`config.mk`:
```
export PLATFORM = sky130hd
export DESIGN_NAME = veerwolf_io_ctrl
export DESIGN_NICKNAME = d
export VERILOG_FILES = /design/src/rtl/veerwolf_io_pkg.sv /design/src/rtl/veerwolf_sw_channel.sv /design/src/rtl/veerwolf_io_ctrl.sv
export SDC_FILE = /design/constraint.sdc
export NUM_CORES = 1
export LEC_CHECK = 0
export CORE_AREA = 2 2 109 217
export CTS_BUF_LIST = sky130_fd_sc_hd__clkbuf_8 sky130_fd_sc_hd__clkbuf_16
export DETAILED_ROUTE_END_ITERATION = 8
export DIE_AREA = 0 0 111 219
export PLACE_DENSITY = 0.75
export SLEW_MARGIN = 20
export SYNTH_ARGS = -nofsm -noshare
export SYNTH_HDL_FRONTEND = slang
export SYNTH_SLANG_ARGS = --single-unit
export TNS_END_PERCENT = 20
```
`constraint.sdc`:
```
create_clock -name clk -period 1.6 [get_ports clk]
set_clock_uncertainty 0.05 [all_clocks]
set_input_delay 0.48 -clock clk [delete_from_list [all_inputs] [get_ports clk]]
set_output_delay 0.48 -clock clk [all_outputs]
set_load 0.01 [all_outputs]
```
`src/rtl/veerwolf_io_pkg.sv`:
```
// veerwolf_io_pkg: shared IRQ mode encodings and debounce counter sizing
package veerwolf_io_pkg;
  localparam int IRQ_RISE = 0;
  localparam int IRQ_FALL = 1;
  localparam int IRQ_BOTH = 2;
  function automatic int dbc_w(input int cycles);
    return cycles < 1 ? 1 : $clog2(cycles + 1);
  endfunction
endpackage

```
`src/rtl/veerwolf_sw_channel.sv`:
```
// veerwolf_sw_channel: synchroniser, debouncer, edge detector and pending flag for one switch
module veerwolf_sw_channel
  import veerwolf_io_pkg::*;
#(
  parameter int SYNC_STAGES     = 2,
  parameter int DEBOUNCE_CYCLES = 1000,
  parameter int IRQ_MODE        = IRQ_BOTH
) (
  input  logic clk,
  input  logic rstn,
  input  logic i_sw,
  input  logic i_clr,
  output logic o_sw,
  output logic o_pend
);
  localparam int W = dbc_w(DEBOUNCE_CYCLES);
  localparam logic [W-1:0] LAST = W'(DEBOUNCE_CYCLES > 0 ? DEBOUNCE_CYCLES - 1 : 0);
  logic [SYNC_STAGES-1:0] sync_q, sync_d;
  logic [W-1:0] cnt_q, cnt_d;
  logic sw_q, sw_d, pend_q, pend_d, sync_lvl, edge_hit;
  always_comb begin
    sync_lvl = sync_q[SYNC_STAGES-1];
    sync_d = {sync_q[SYNC_STAGES-2:0], i_sw};
    cnt_d = '0;
    sw_d = sw_q;
    if (DEBOUNCE_CYCLES == 0) sw_d = sync_lvl;
    else if (sync_lvl != sw_q) begin
      if (cnt_q == LAST) sw_d = sync_lvl;
      else cnt_d = cnt_q + 1'b1;
    end
    edge_hit = IRQ_MODE == IRQ_RISE ? sw_d & ~sw_q :
               IRQ_MODE == IRQ_FALL ? ~sw_d & sw_q : sw_d ^ sw_q;
    // a new edge outranks a coincident clear so no event is lost
    pend_d = edge_hit | (pend_q & ~i_clr);
  end
  always_ff @(posedge clk or negedge rstn) begin
    if (!rstn) begin
      sync_q <= '0;
      cnt_q  <= '0;
      sw_q   <= 1'b0;
      pend_q <= 1'b0;
    end else begin
      sync_q <= sync_d;
      cnt_q  <= cnt_d;
      sw_q   <= sw_d;
      pend_q <= pend_d;
    end
  end
  assign o_sw   = sw_q;
  assign o_pend = pend_q;
endmodule

```
`src/rtl/veerwolf_io_ctrl.sv`:
```
// veerwolf_io_ctrl: switch debounce/IRQ front-end and PWM-dimmed LED pipeline for VeeRwolf GPIO
module veerwolf_io_ctrl
  import veerwolf_io_pkg::*;
#(
  parameter int N_SW            = 16,
  parameter int N_LED           = 16,
  parameter int SYNC_STAGES     = 2,
  parameter int DEBOUNCE_CYCLES = 1000,
  parameter int IRQ_MODE        = IRQ_BOTH,
  parameter int LED_PIPE        = 2,
  parameter int PWM_W           = 8
) (
  input  logic             clk,
  input  logic             rstn,
  input  logic [N_SW-1:0]  i_sw,
  output logic [N_SW-1:0]  o_sw,
  input  logic [N_SW-1:0]  i_irq_en,
  input  logic [N_SW-1:0]  i_irq_clr,
  output logic [N_SW-1:0]  o_irq_pend,
  output logic             o_irq,
  input  logic [N_LED-1:0] i_led,
  input  logic [PWM_W-1:0] i_duty,
  output logic [N_LED-1:0] o_led
);
  for (genvar i = 0; i < N_SW; i++) begin : g_sw
    veerwolf_sw_channel #(
      .SYNC_STAGES    (SYNC_STAGES),
      .DEBOUNCE_CYCLES(DEBOUNCE_CYCLES),
      .IRQ_MODE       (IRQ_MODE)
    ) u_ch (
      .clk   (clk),
      .rstn  (rstn),
      .i_sw  (i_sw[i]),
      .i_clr (i_irq_clr[i]),
      .o_sw  (o_sw[i]),
      .o_pend(o_irq_pend[i])
    );
  end
  logic irq_q, irq_d, pwm_on;
  logic [PWM_W-1:0] cnt_q, cnt_d;
  logic [LED_PIPE:0][N_LED-1:0] chain;
  logic [LED_PIPE-1:0][N_LED-1:0] led_q, led_d;
  always_comb begin
    irq_d = |(o_irq_pend & i_irq_en);
    cnt_d = cnt_q + 1'b1;
    pwm_on = (&i_duty) | (cnt_q < i_duty);
    chain = {led_q, i_led};
    led_d = chain[LED_PIPE-1:0];
    // last stage doubles as the PWM gate so dimming adds no latency
    led_d[LED_PIPE-1] = chain[LED_PIPE-1] & {N_LED{pwm_on}};
  end
  always_ff @(posedge clk or negedge rstn) begin
    if (!rstn) begin
      irq_q <= 1'b0;
      cnt_q <= '0;
      led_q <= '0;
    end else begin
      irq_q <= irq_d;
      cnt_q <= cnt_d;
      led_q <= led_d;
    end
  end
  assign o_irq = irq_q;
  assign o_led = led_q[LED_PIPE-1];
endmodule

```
==> results of run 1 <==
-- worst min path at each step --
stage,cells after the start,start,to
after global routing,0,g_sw[4].u_ch.sync_q[0]$_DFF_PN0_,g_sw[4].u_ch.sync_q[1]$_DFF_PN0_
after floorplan,0,rstn,chain[16]$_DFF_PN0_
final,0,g_sw[8].u_ch.sync_q[0]$_DFF_PN0_,g_sw[8].u_ch.sync_q[1]$_DFF_PN0_
after global placement,1,rstn,g_sw[10].u_ch.o_pend$_DFF_PN0_
after detailed placement,1,rstn,g_sw[10].u_ch.cnt_q[3]$_DFF_PN0_
after CTS,0,g_sw[8].u_ch.sync_q[0]$_DFF_PN0_,g_sw[8].u_ch.sync_q[1]$_DFF_PN0_
-- critical path: stages (launching register included) --
cell and delay (ps):
dfrtp_1 410, ha_4 230, a2111oi_4 400, a2111oi_4 110
buf_12 170, nor3b_1 210
-- layout by cell type, fill, tap and decap left out, types with 5 or more instances in the layout --
cell,netlist,final
nand3_1,37,37
or4_4,16,16
nand2_1,81,62
clkdlybuf4s50_1,0,65
xnor2_1,100,100
xor2_1,50,50
nor3_1,48,48
dfrtp_1,265,265
and2_1,15,15
dlygate4sd2_1,0,5
buf_4,48,176
nand2_2,0,15
nand4_1,36,36
clkbuf_16,0,25
nand2b_1,16,15
buf_6,1,5
ha_2,0,9
inv_1,42,42
ha_4,0,7
and3_2,8,8
mux2_4,16,16
buf_12,0,9
buf_2,0,44
nor3b_1,16,13
and3_1,9,9
o22ai_1,16,16
nor2_1,162,162
ha_1,24,8
-- area by class of cell --
cell class,count,share of cell area
sequential,265,0.444
multi-input combinational,666,0.302
inverter,42,0.0117
timing repair buffer,308,0.169
tap,280,0.0234
clock buffer,29,0.0455
clock inverter,14,0.00502
-- cell families after synthesis --
group	Yosys count
adder cells (fa/ha/maj)	24
AO/OA/AOI/OAI	29
XOR/XNOR	150
AND/OR/NAND/NOR	447
buffers and inverters	92
flip-flops	265
multiplexers	16
-- through the flow --
stage                     hold slack (ps)  TNS [ps]  setup slack, ps  area (sq um)
after floorplan                       134      -922            -92.8         11600
after detailed placement              266    -14130             -673         14000
after global placement                265    -11520             -642         14000
after global routing                  308     -2250             -132         14900
final                                 296      -672            -89.0         14900
after CTS                             300      -779            -59.7         14900
-- layer usage --
layer | track usage | up-vias | routed length (um)
li1 | - | 3920 | -
met1 | 0.212 | 3961 | 8360
met2 | 0.403 | 106 | 13700
met3 | 0.0191 | 42 | 572
met4 | 0.0713 | 0 | 677
met5 | 0 | - | 0
-- sequential cells by signal, indices dropped and copies added (netlist names) --
name / count
g_sw.u_ch.o_sw: 16
o_led: 16
cnt_q: 8
g_sw.u_ch.sync_q: 32
chain: 16
g_sw.u_ch.o_pend: 16
o_irq: 1
g_sw.u_ch.cnt_q: 160
-- repair_timing --
| action | CTS | global route |
|---|---|---|
| hold buffers | 1 | 0 |
| setup buffers | 29 | 2 |
| endpoints found under the setup margin | 183 | 114 |
| pin swaps | 17 | 15 |
| hold endpoints to repair | 100 | 0 |
| gates resized for setup | 230 | 21 |
-- power by group through the flow --
| stage | clock, mW | sequential (mW) | combinational, mW |
|---|---|---|---|
| floorplan | 0 | 7.10 | 0.333 |
| global placement | 0 | 7.11 | 0.897 |
| detailed placement | 0 | 7.12 | 0.928 |
| CTS | 5.65 | 6.99 | 0.920 |
| global route | 5.89 | 7.01 | 1.03 |
| finish | 5.49 | 6.99 | 0.914 |
==> results.sh, run 1 <==
export IMPL_run_status="finished with violations"
export IMPL_failing_checks="negative setup slack"
export IMPL_grt_start_max_net_pins=58
export IMPL_clock_sinks=265
export IMPL_routabilityCongestion=0.833
export IMPL_clk_pin_slew_ps=70
export IMPL_grt_pass1_wl_um=40300
export IMPL_ios=123
export IMPL_detail_route_wl_per_cell_um=14.5
export IMPL_number_of_failing_hold_endpoints_at_the_final_stage=0
export IMPL_p_clk_frac=0.410
export IMPL_final_period_utilization=1.06
export IMPL_num_vias=8029
export IMPL_cellLeakagePower_nw=6.93
export IMPL_synthToLayoutAreaGrowth_pct=30.4
export IMPL_critical_setup_path_class="reg -> reg"
export IMPL_die_height_um=219
export IMPL_yosys_cell_types_count=30
export IMPL_grt_util_all_layers=0.200
export IMPL_synth_yosys_warnings=0
export IMPL_timing_reg2reg_setup_slack_ps=-90
export IMPL_root_buffer="clkbuf_16"
export IMPL_power_sequential_fraction=0.522
export IMPL_critical_path_arrival_ps=2050
export IMPL_cp_data_required_time_ps=1960
export IMPL_synth_top_family_by_area="simple AND/OR/NAND/NOR gates"
export IMPL_netlist_area_leader_share=0.579
export IMPL_placed_cells_incl_taps=1529
export IMPL_worst_slack_ps=-89.0
export IMPL_number_of_cells_on_the_worst_reg_to_reg_path=5
export IMPL_route_detailed_vias_per_inst=5.01
export IMPL_max_clock_path_buffers=3
export IMPL_critical_path_startpoint="cnt_q[1]$_DFF_PN0_"
export IMPL_antenna_violating_nets_remaining=0
export IMPL_yosys_area_top_type="dfrtp_1"
export IMPL_max_slew_margin=0.766
export IMPL_number_of_global_route_vias_before_repair=8943
export IMPL_clock_fmax_mhz=592
export IMPL_initial_antenna_violation_count=0
export IMPL_synth_seq_area_share=0.579
export IMPL_drt_first_iter_violations=224
export IMPL_ir_worst_vdd_mv=1.14
export IMPL_wirelength_um=23300
export IMPL_final_nets=1405
export IMPL_drt_first_pass_iters=4
export IMPL_regToRegEndpoint="o_led[15]$_DFF_PN0_"
export IMPL_powerDensity_nw_per_um2=897
export IMPL_post_synth_top_count_cell="dfrtp_1"
export IMPL_synthesis_nets=1121
export IMPL_tightest_slew_ps=350
export IMPL_drv_max_cap_violation_count=0
export IMPL_grt_overflow_total=0
export IMPL_synth_compound_area_share=0.0211
export IMPL_synth_top_cells_by_area="dfrtp_1 58%, xnor2_1 7.6%, nor2_1 5.3%"
export IMPL_placement_io_buffers=122
export IMPL_tritoncts="built"
export IMPL_multiInputGateArea_sq_um=4510
export IMPL_fillCellCount=1749
export IMPL_core_area_sq_um=22500
export IMPL_post_route_cells_drive_above_1_share=0.274
export IMPL_netlist_area_sq_um=11500
export IMPL_critPathLaunchType="flip-flop"
export IMPL_cts_buffers_inserted=24
export IMPL_layout_cells_non_filler=1604
export IMPL_power_switching_mw=3.00
export IMPL_regToRegStartpoint="cnt_q[1]$_DFF_PN0_"
export IMPL_post_synth_and_or_nand_nor_area_fraction=0.192
export IMPL_place_detailed_hpwl_um=17200
export IMPL_setup_viol=18
export IMPL_cellInternalPower_mw=10.4
export IMPL_fp_row_count=78
export IMPL_floorplan_die_width_um=111
export IMPL_xor_xnor_cell_area_share_of_the_yosys_netlist=0.115
export IMPL_synth_ff_latch_count=265
export IMPL_syn_inst=1023
export IMPL_number_of_enable_flip_flop_cells_after_synthesis=0
export IMPL_worstHoldPathType="reg -> reg"
export IMPL_synthMuxAreaShare=0.0210
export IMPL_register_area_sq_um=6630
export IMPL_starting_density_of_the_core=0.508
export IMPL_final_period_minus_worst_setup_slack_ps=1690
export IMPL_timing_max_transition_violations_final=0
export IMPL_design_die_area_sq_um=24300
export IMPL_p_comb_frac=0.068
export IMPL_drc_violations_left=0
export IMPL_dominantRegCellSynth="dfrtp_1"
export IMPL_synth_fa_ha_area_frac=0.0262
export IMPL_worstSkewPairLatency_ps=520
export IMPL_crit_path_max_fanout=16
export IMPL_finalCoreUtilization=0.663
export IMPL_netlist_top_cells_count="265 x dfrtp_1, 162 x nor2_1, 100 x xnor2_1"
export IMPL_syn_mean_instance_area_sq_um=11.2
export IMPL_ffs_w_async_s_r_synth=1.00
export IMPL_rsz_0062_raised_after_global_routing="true"
export IMPL_htreeDepth=1
export IMPL_critPathCapture="o_led[15]$_DFF_PN0_"
export IMPL_switching_share=0.224
export IMPL_critical_path_endpoint_type="flip-flop"
export IMPL_post_layout_total_power_mw=13.4
export IMPL_antenna_diode_count=0
Power figures use the tool's default switching activity.
==> run 2, diff against run 1 <==
Settings changed: ABC_CLOCK_PERIOD_IN_PS set to 1600.
==> results of run 2 <==
The final DEF is identical to that of run 1; final timing and power are the same.
==> RTL change 1: new RTL, settings of run 1 <==
`DEBOUNCE_CYCLES` is set to 1000 in 2 places; all go to 500.
--- a/src/rtl/veerwolf_sw_channel.sv
+++ b/src/rtl/veerwolf_sw_channel.sv
@@ -4,5 +4,5 @@
 #(
   parameter int SYNC_STAGES     = 2,
-  parameter int DEBOUNCE_CYCLES = 1000,
+  parameter int DEBOUNCE_CYCLES = 500,
   parameter int IRQ_MODE        = IRQ_BOTH
 ) (
--- a/src/rtl/veerwolf_io_ctrl.sv
+++ b/src/rtl/veerwolf_io_ctrl.sv
@@ -6,5 +6,5 @@
   parameter int N_LED           = 16,
   parameter int SYNC_STAGES     = 2,
-  parameter int DEBOUNCE_CYCLES = 1000,
+  parameter int DEBOUNCE_CYCLES = 500,
   parameter int IRQ_MODE        = IRQ_BOTH,
   parameter int LED_PIPE        = 2,
Behaviour: same outputs for any inputs over 4 cycles, from zero or initial values and one cycle with rstn low; that may be too few to reach the edited logic, so the function may still have changed.
==> RTL change 1 against run 1 <==
- the run still ends with setup timing left
- fmax increased by 3.3%
- total power decreased by 3.8%
- utilization decreased by 7.1 points
- sequential cell count decreased by 16
- cell area decreased by 11%
- die area unchanged
- cell count decreased by 11%
- synthesized area decreased by 7.3%
- routed wire length decreased by 14%
- setup slack improved by 0.054 ns
- largest power group unchanged
==> RTL change 1: results (changes against run 1) <==
CTS buffer count 23 (was 24); worst min-delay path startpoint g_sw[15].u_ch.sync_q[0]$_DFF_PN0_ (was g_sw[8].u_ch.sync_q[0]$_DFF_PN0_); Overall Global Routing Usage 17.3% (was 20.0%); delay contributed by the slowest stage of the critical path 0.57 ns (was 0.41 ns); power share of the sequential group 51.2% (was 52.2%); post-detailed-placement cell area 12,500 sq um (was 14,000 sq um); number of filler instances in the final layout 1,835 (was 1,749); area of all sequential standard cells 6230 sq um (was 6630 sq um); synthesized instance count 947 (was 1,023); Data arrival, critical path 2.00 ns (was 2.05 ns); launching instance or port of the critical path i_duty[0] (was cnt_q[1]$_DFF_PN0_); xor-xnor portion of the synthesized cell area 11.1% (was 11.5%); switching share of power 22.0% (was 22.4%); worst slack, placed -0.728 ns (was -0.673 ns); detail-routed net length per standard cell 14.0 microns (was 14.5 microns); Final HPWL DP 14,400 microns (was 17,200 microns); Detail Route met2 WL 11,500 microns (was 13,700 microns); fraction of layout cells with a size suffix above 1 22.7% (was 27.4%); total routed wire length on the met1 layer 7420 microns (was 8360 microns); first-pass GRT wire length 34,700 microns (was 40,300 microns); net count of the mapped netlist 1,045 (was 1,121); smallest setup slack after layout -0.0346 ns (was -0.0890 ns); CP startpoint kind input port (was register); sequential cell power 0.00660 W (was 0.00699 W); vias after detailed routing 6,977 (was 8,029); number of DRC markers in iteration 0 278 (was 224); GR Layer Usage met1 18.4% (was 21.2%); met3 wire len 855 microns (was 572 microns); drt total wl 20,100 microns (was 23,300 microns); compound-cell area share of the yosys netlist 2.27% (was 2.11%); synth top area cells sky130_fd_sc_hd__dfrtp_1, sky130_fd_sc_hd__xnor2_1, sky130_fd_sc_hd__nor2_1, sky130_fd_sc_hd__buf_4, sky130_fd_sc_hd__ha_1 (was sky130_fd_sc_hd__dfrtp_1, sky130_fd_sc_hd__xnor2_1, sky130_fd_sc_hd__nor2_1, sky130_fd_sc_hd__xor2_1, sky130_fd_sc_hd__buf_4); CP max stage cell sky130_fd_sc_hd__clkdlybuf4s50_1 (was sky130_fd_sc_hd__dfrtp_1); register area share after synthesis 58.7% (was 57.9%); violated checks setup timing (unchanged); synthesized-area fraction occupied by adder cells 2.83% (was 2.62%); setup violators final 17 (was 18); result of the run finished with violations (unchanged); vias in the first global route 7,551 (was 8,943)
RTL change 1: cell types whose count changed after synthesis, moves of 7 or more:
cell	before	now
sky130_fd_sc_hd__inv_1	42	59
sky130_fd_sc_hd__nor3_1	48	0
sky130_fd_sc_hd__nand2b_1	16	0
sky130_fd_sc_hd__nand2_1	81	46
sky130_fd_sc_hd__nor2_1	162	194
sky130_fd_sc_hd__nand3_1	37	50
sky130_fd_sc_hd__nor3b_2	0	10
sky130_fd_sc_hd__nor3b_1	16	6
sky130_fd_sc_hd__dfrtp_1	265	249
sky130_fd_sc_hd__xor2_1	50	32
sky130_fd_sc_hd__mux2_4	16	2
sky130_fd_sc_hd__mux2_2	0	14
sky130_fd_sc_hd__and3_2	8	1
RTL change 1: cell type report:
| type | count | area share (%) |
|---|---|---|
| flip-flops and latches | 249 | 46.7 |
| multi-input cells | 585 | 29.6 |
| repair buffers | 221 | 13.7 |
| clock buffers | 24 | 4.42 |
| well taps | 280 | 2.63 |
| inverters | 59 | 1.75 |
| clock inverters | 17 | 1.19 |
RTL change 1: worst paths after layout:
kind | to | slack (ns) | cells past startpoint
worst max-delay path | o_led[15]$_DFF_PN0_ | -0.03 | 6
worst min-delay path | g_sw[15].u_ch.sync_q[1]$_DFF_PN0_ | 0.30 | 0
worst max register to register | o_led[15]$_DFF_PN0_ | -0.03 | 5
worst min register to register | g_sw[15].u_ch.sync_q[1]$_DFF_PN0_ | 0.30 | 0
max in group asynchronous | g_sw[15].u_ch.cnt_q[3]$_DFF_PN0_ | 0.57 | 3
min in group asynchronous | g_sw[12].u_ch.sync_q[0]$_DFF_PN0_ | 0.41 | 2
RTL change 1: what timing repair did:
action,CTS,global route
hold endpoints to repair,27,0
pin swaps,7,3
hold buffers,1,0
buffers inserted,19,0
endpoints found under the setup margin,78,148
resized for setup,212,24
==> RTL change 2: new RTL, settings of run 1 <==
Without the edit above. Make the reset (`rstn`) synchronous in 2 clocked blocks.
--- a/src/rtl/veerwolf_sw_channel.sv
+++ b/src/rtl/veerwolf_sw_channel.sv
@@ -34,5 +34,5 @@
     pend_d = edge_hit | (pend_q & ~i_clr);
   end
-  always_ff @(posedge clk or negedge rstn) begin
+  always_ff @(posedge clk) begin
     if (!rstn) begin
       sync_q <= '0;
--- a/src/rtl/veerwolf_io_ctrl.sv
+++ b/src/rtl/veerwolf_io_ctrl.sv
@@ -50,5 +50,5 @@
     led_d[LED_PIPE-1] = chain[LED_PIPE-1] & {N_LED{pwm_on}};
   end
-  always_ff @(posedge clk or negedge rstn) begin
+  always_ff @(posedge clk) begin
     if (!rstn) begin
       irq_q <= 1'b0;
Function: differs if rstn is asserted again (counterexample within 4 cycles, from zero or initial values and one cycle with rstn low); with rstn held inactive, the same outputs for 4 cycles.
==> RTL change 2 against run 1 <==
- the run still ends with setup timing left
- setup slack improved by 0.018 ns
- cell area decreased by 8.6%
- die area unchanged
- count of clock-buffer cells in the layout unchanged
- sequential power decreased by 3.7%
- synthesized area decreased by 6.6%
- sequential cell count unchanged
- sequential share of layout area decreased by 5.1 points
- routed wire length decreased by 6.0%
- total power increased by 3.8%
- critical endpoint is now g_sw[0].u_ch.o_sw$_SDFF_PN0_
- highest routed layer is now met5
==> RTL change 2: results (changes against run 1) <==
number of filler instances in the final layout 1,907 (was 1,749); antenna violations before repair 1 (was 0); delay contributed by the slowest stage of the critical path 0.46 ns (was 0.41 ns); detail-routed net length per standard cell 13.5 microns (was 14.5 microns); met3 demand-to-capacity share in global routing 4.11% (was 1.91%); CP max stage cell sky130_fd_sc_hd__or4_4 (was sky130_fd_sc_hd__dfrtp_1); Data arrival, critical path 2.03 ns (was 2.05 ns); largest driver fanout on the critical path 3 (was 16); GR Layer Usage met1 18.3% (was 21.2%); vias after detailed routing 7,962 (was 8,029); register area share after synthesis 49.6% (was 57.9%); ANT cells 0 (unchanged); count of different cell masters after synthesis 44 (was 30); Detail Route met2 WL 11,800 microns (was 13,700 microns); synth top area cells sky130_fd_sc_hd__dfxtp_1, sky130_fd_sc_hd__xnor2_1, sky130_fd_sc_hd__nor2_1, sky130_fd_sc_hd__xor2_1, sky130_fd_sc_hd__and2_1 (was sky130_fd_sc_hd__dfrtp_1, sky130_fd_sc_hd__xnor2_1, sky130_fd_sc_hd__nor2_1, sky130_fd_sc_hd__xor2_1, sky130_fd_sc_hd__buf_4); met3 wire len 1190 microns (was 572 microns); worst min-delay path startpoint rstn (was g_sw[8].u_ch.sync_q[0]$_DFF_PN0_); first-pass GRT wire length 36,700 microns (was 40,300 microns); static power due to leakage 5.22 nW (was 6.93 nW); fraction of met2 tracks used by global routing 35.1% (was 40.3%); drt total wl 21,900 microns (was 23,300 microns); Final GP Congestion 0.834 (was 0.833); smallest setup slack after layout -0.0712 ns (was -0.0890 ns); uppermost layer routed met5 (was met4); setup violators final 10 (was 18); launching instance or port of the critical path g_sw[0].u_ch.cnt_q[4]$_SDFF_PP0_ (was cnt_q[1]$_DFF_PN0_); kind of cell with the highest combined delay on the critical path simple AND/OR/NAND/NOR gates (was compound AO/OA/AOI/OAI gates); maximum number of pins on one net before global-route repair 38 (was 58); cell types with the highest counts after synthesis sky130_fd_sc_hd__dfxtp_1, sky130_fd_sc_hd__nor2_1, sky130_fd_sc_hd__xnor2_1 (was sky130_fd_sc_hd__dfrtp_1, sky130_fd_sc_hd__nor2_1, sky130_fd_sc_hd__xnor2_1); Clk. pwr 0.00664 W (was 0.00549 W); Overall Global Routing Usage 18.0% (was 20.0%); # resized after CTS 243 (was 230); violated checks setup timing (unchanged); result of the run finished with violations (unchanged); most used flip-flop cell after synthesis sky130_fd_sc_hd__dfxtp_1 (was sky130_fd_sc_hd__dfrtp_1); switching share of power 19.8% (was 22.4%); power share of the sequential group 48.4% (was 52.2%); share of flip-flops with an asynchronous set or reset after synthesis 0% (was 100%); Worst Tran Pin Value 0.503 ns (was 0.350 ns); fraction of layout cells with a size suffix above 1 21.5% (was 27.4%); vias in the first global route 8,218 (was 8,943)
RTL change 2: cell count changes after synthesis, sizes merged, moves of 12 or more:
cell   delta
dfrtp   -265
dfxtp   +265
and2     +62
nand3    +23
nor2     +18
xor2     +18
nor2b    +17
xnor2    -17
mux2     -16
mux2i    +16
nand2    -15
inv      +13
nor3     -12
RTL change 2: kinds of logic (layout without fill, tap and decap cells):
group	count (synthesis)	in the layout	share of synthesized area (%)
fa+ha+maj	24	24	2.81
mux	16	16	1.50
compound gates	31	31	2.44
simple gates	529	530	25.4
xor+xnor	151	151	12.4
flops	265	265	49.6
buf+inv	118	320	5.92
RTL change 2: cell type report:
cell class | instances | area, sq um | area share (%)
repair buffers | 222 | 1790 | 13.1
multi-input cells | 752 | 5020 | 36.7
inverters | 55 | 221 | 1.62
clock buffers | 29 | 681 | 4.98
flip-flops and latches | 265 | 5360 | 39.2
clock inverters | 14 | 251 | 1.84
well taps | 280 | 350 | 2.56
RTL change 2: metrics by stage:
step	setup WS, ns	total power (W)	setup TNS (ns)	cell area [sq um]
finish	-0.0712	0.0139	-0.118	13700
global route	-0.148	0.0144	-1.68	13700
CTS	-0.0898	0.0141	-0.217	13500
detailed placement	-0.847	0.00741	-13.90	12700
global placement	-0.825	0.00740	-13.49	12700
floorplan	-0.144	0.00711	-1.45	10800
RTL change 2: path summary, 6_finish.rpt:
| path | endpoint | slack (ns) | cells past startpoint |
|---|---|---|---|
| max | g_sw[0].u_ch.o_sw$_SDFF_PN0_ | -0.07 | 5 |
| min | chain[28]$_SDFF_PN0_ | 0.23 | 2 |
| max reg2reg | g_sw[0].u_ch.o_sw$_SDFF_PN0_ | -0.07 | 5 |
| min reg2reg | g_sw[3].u_ch.cnt_q[0]$_SDFF_PP0_ | 0.37 | 1 |
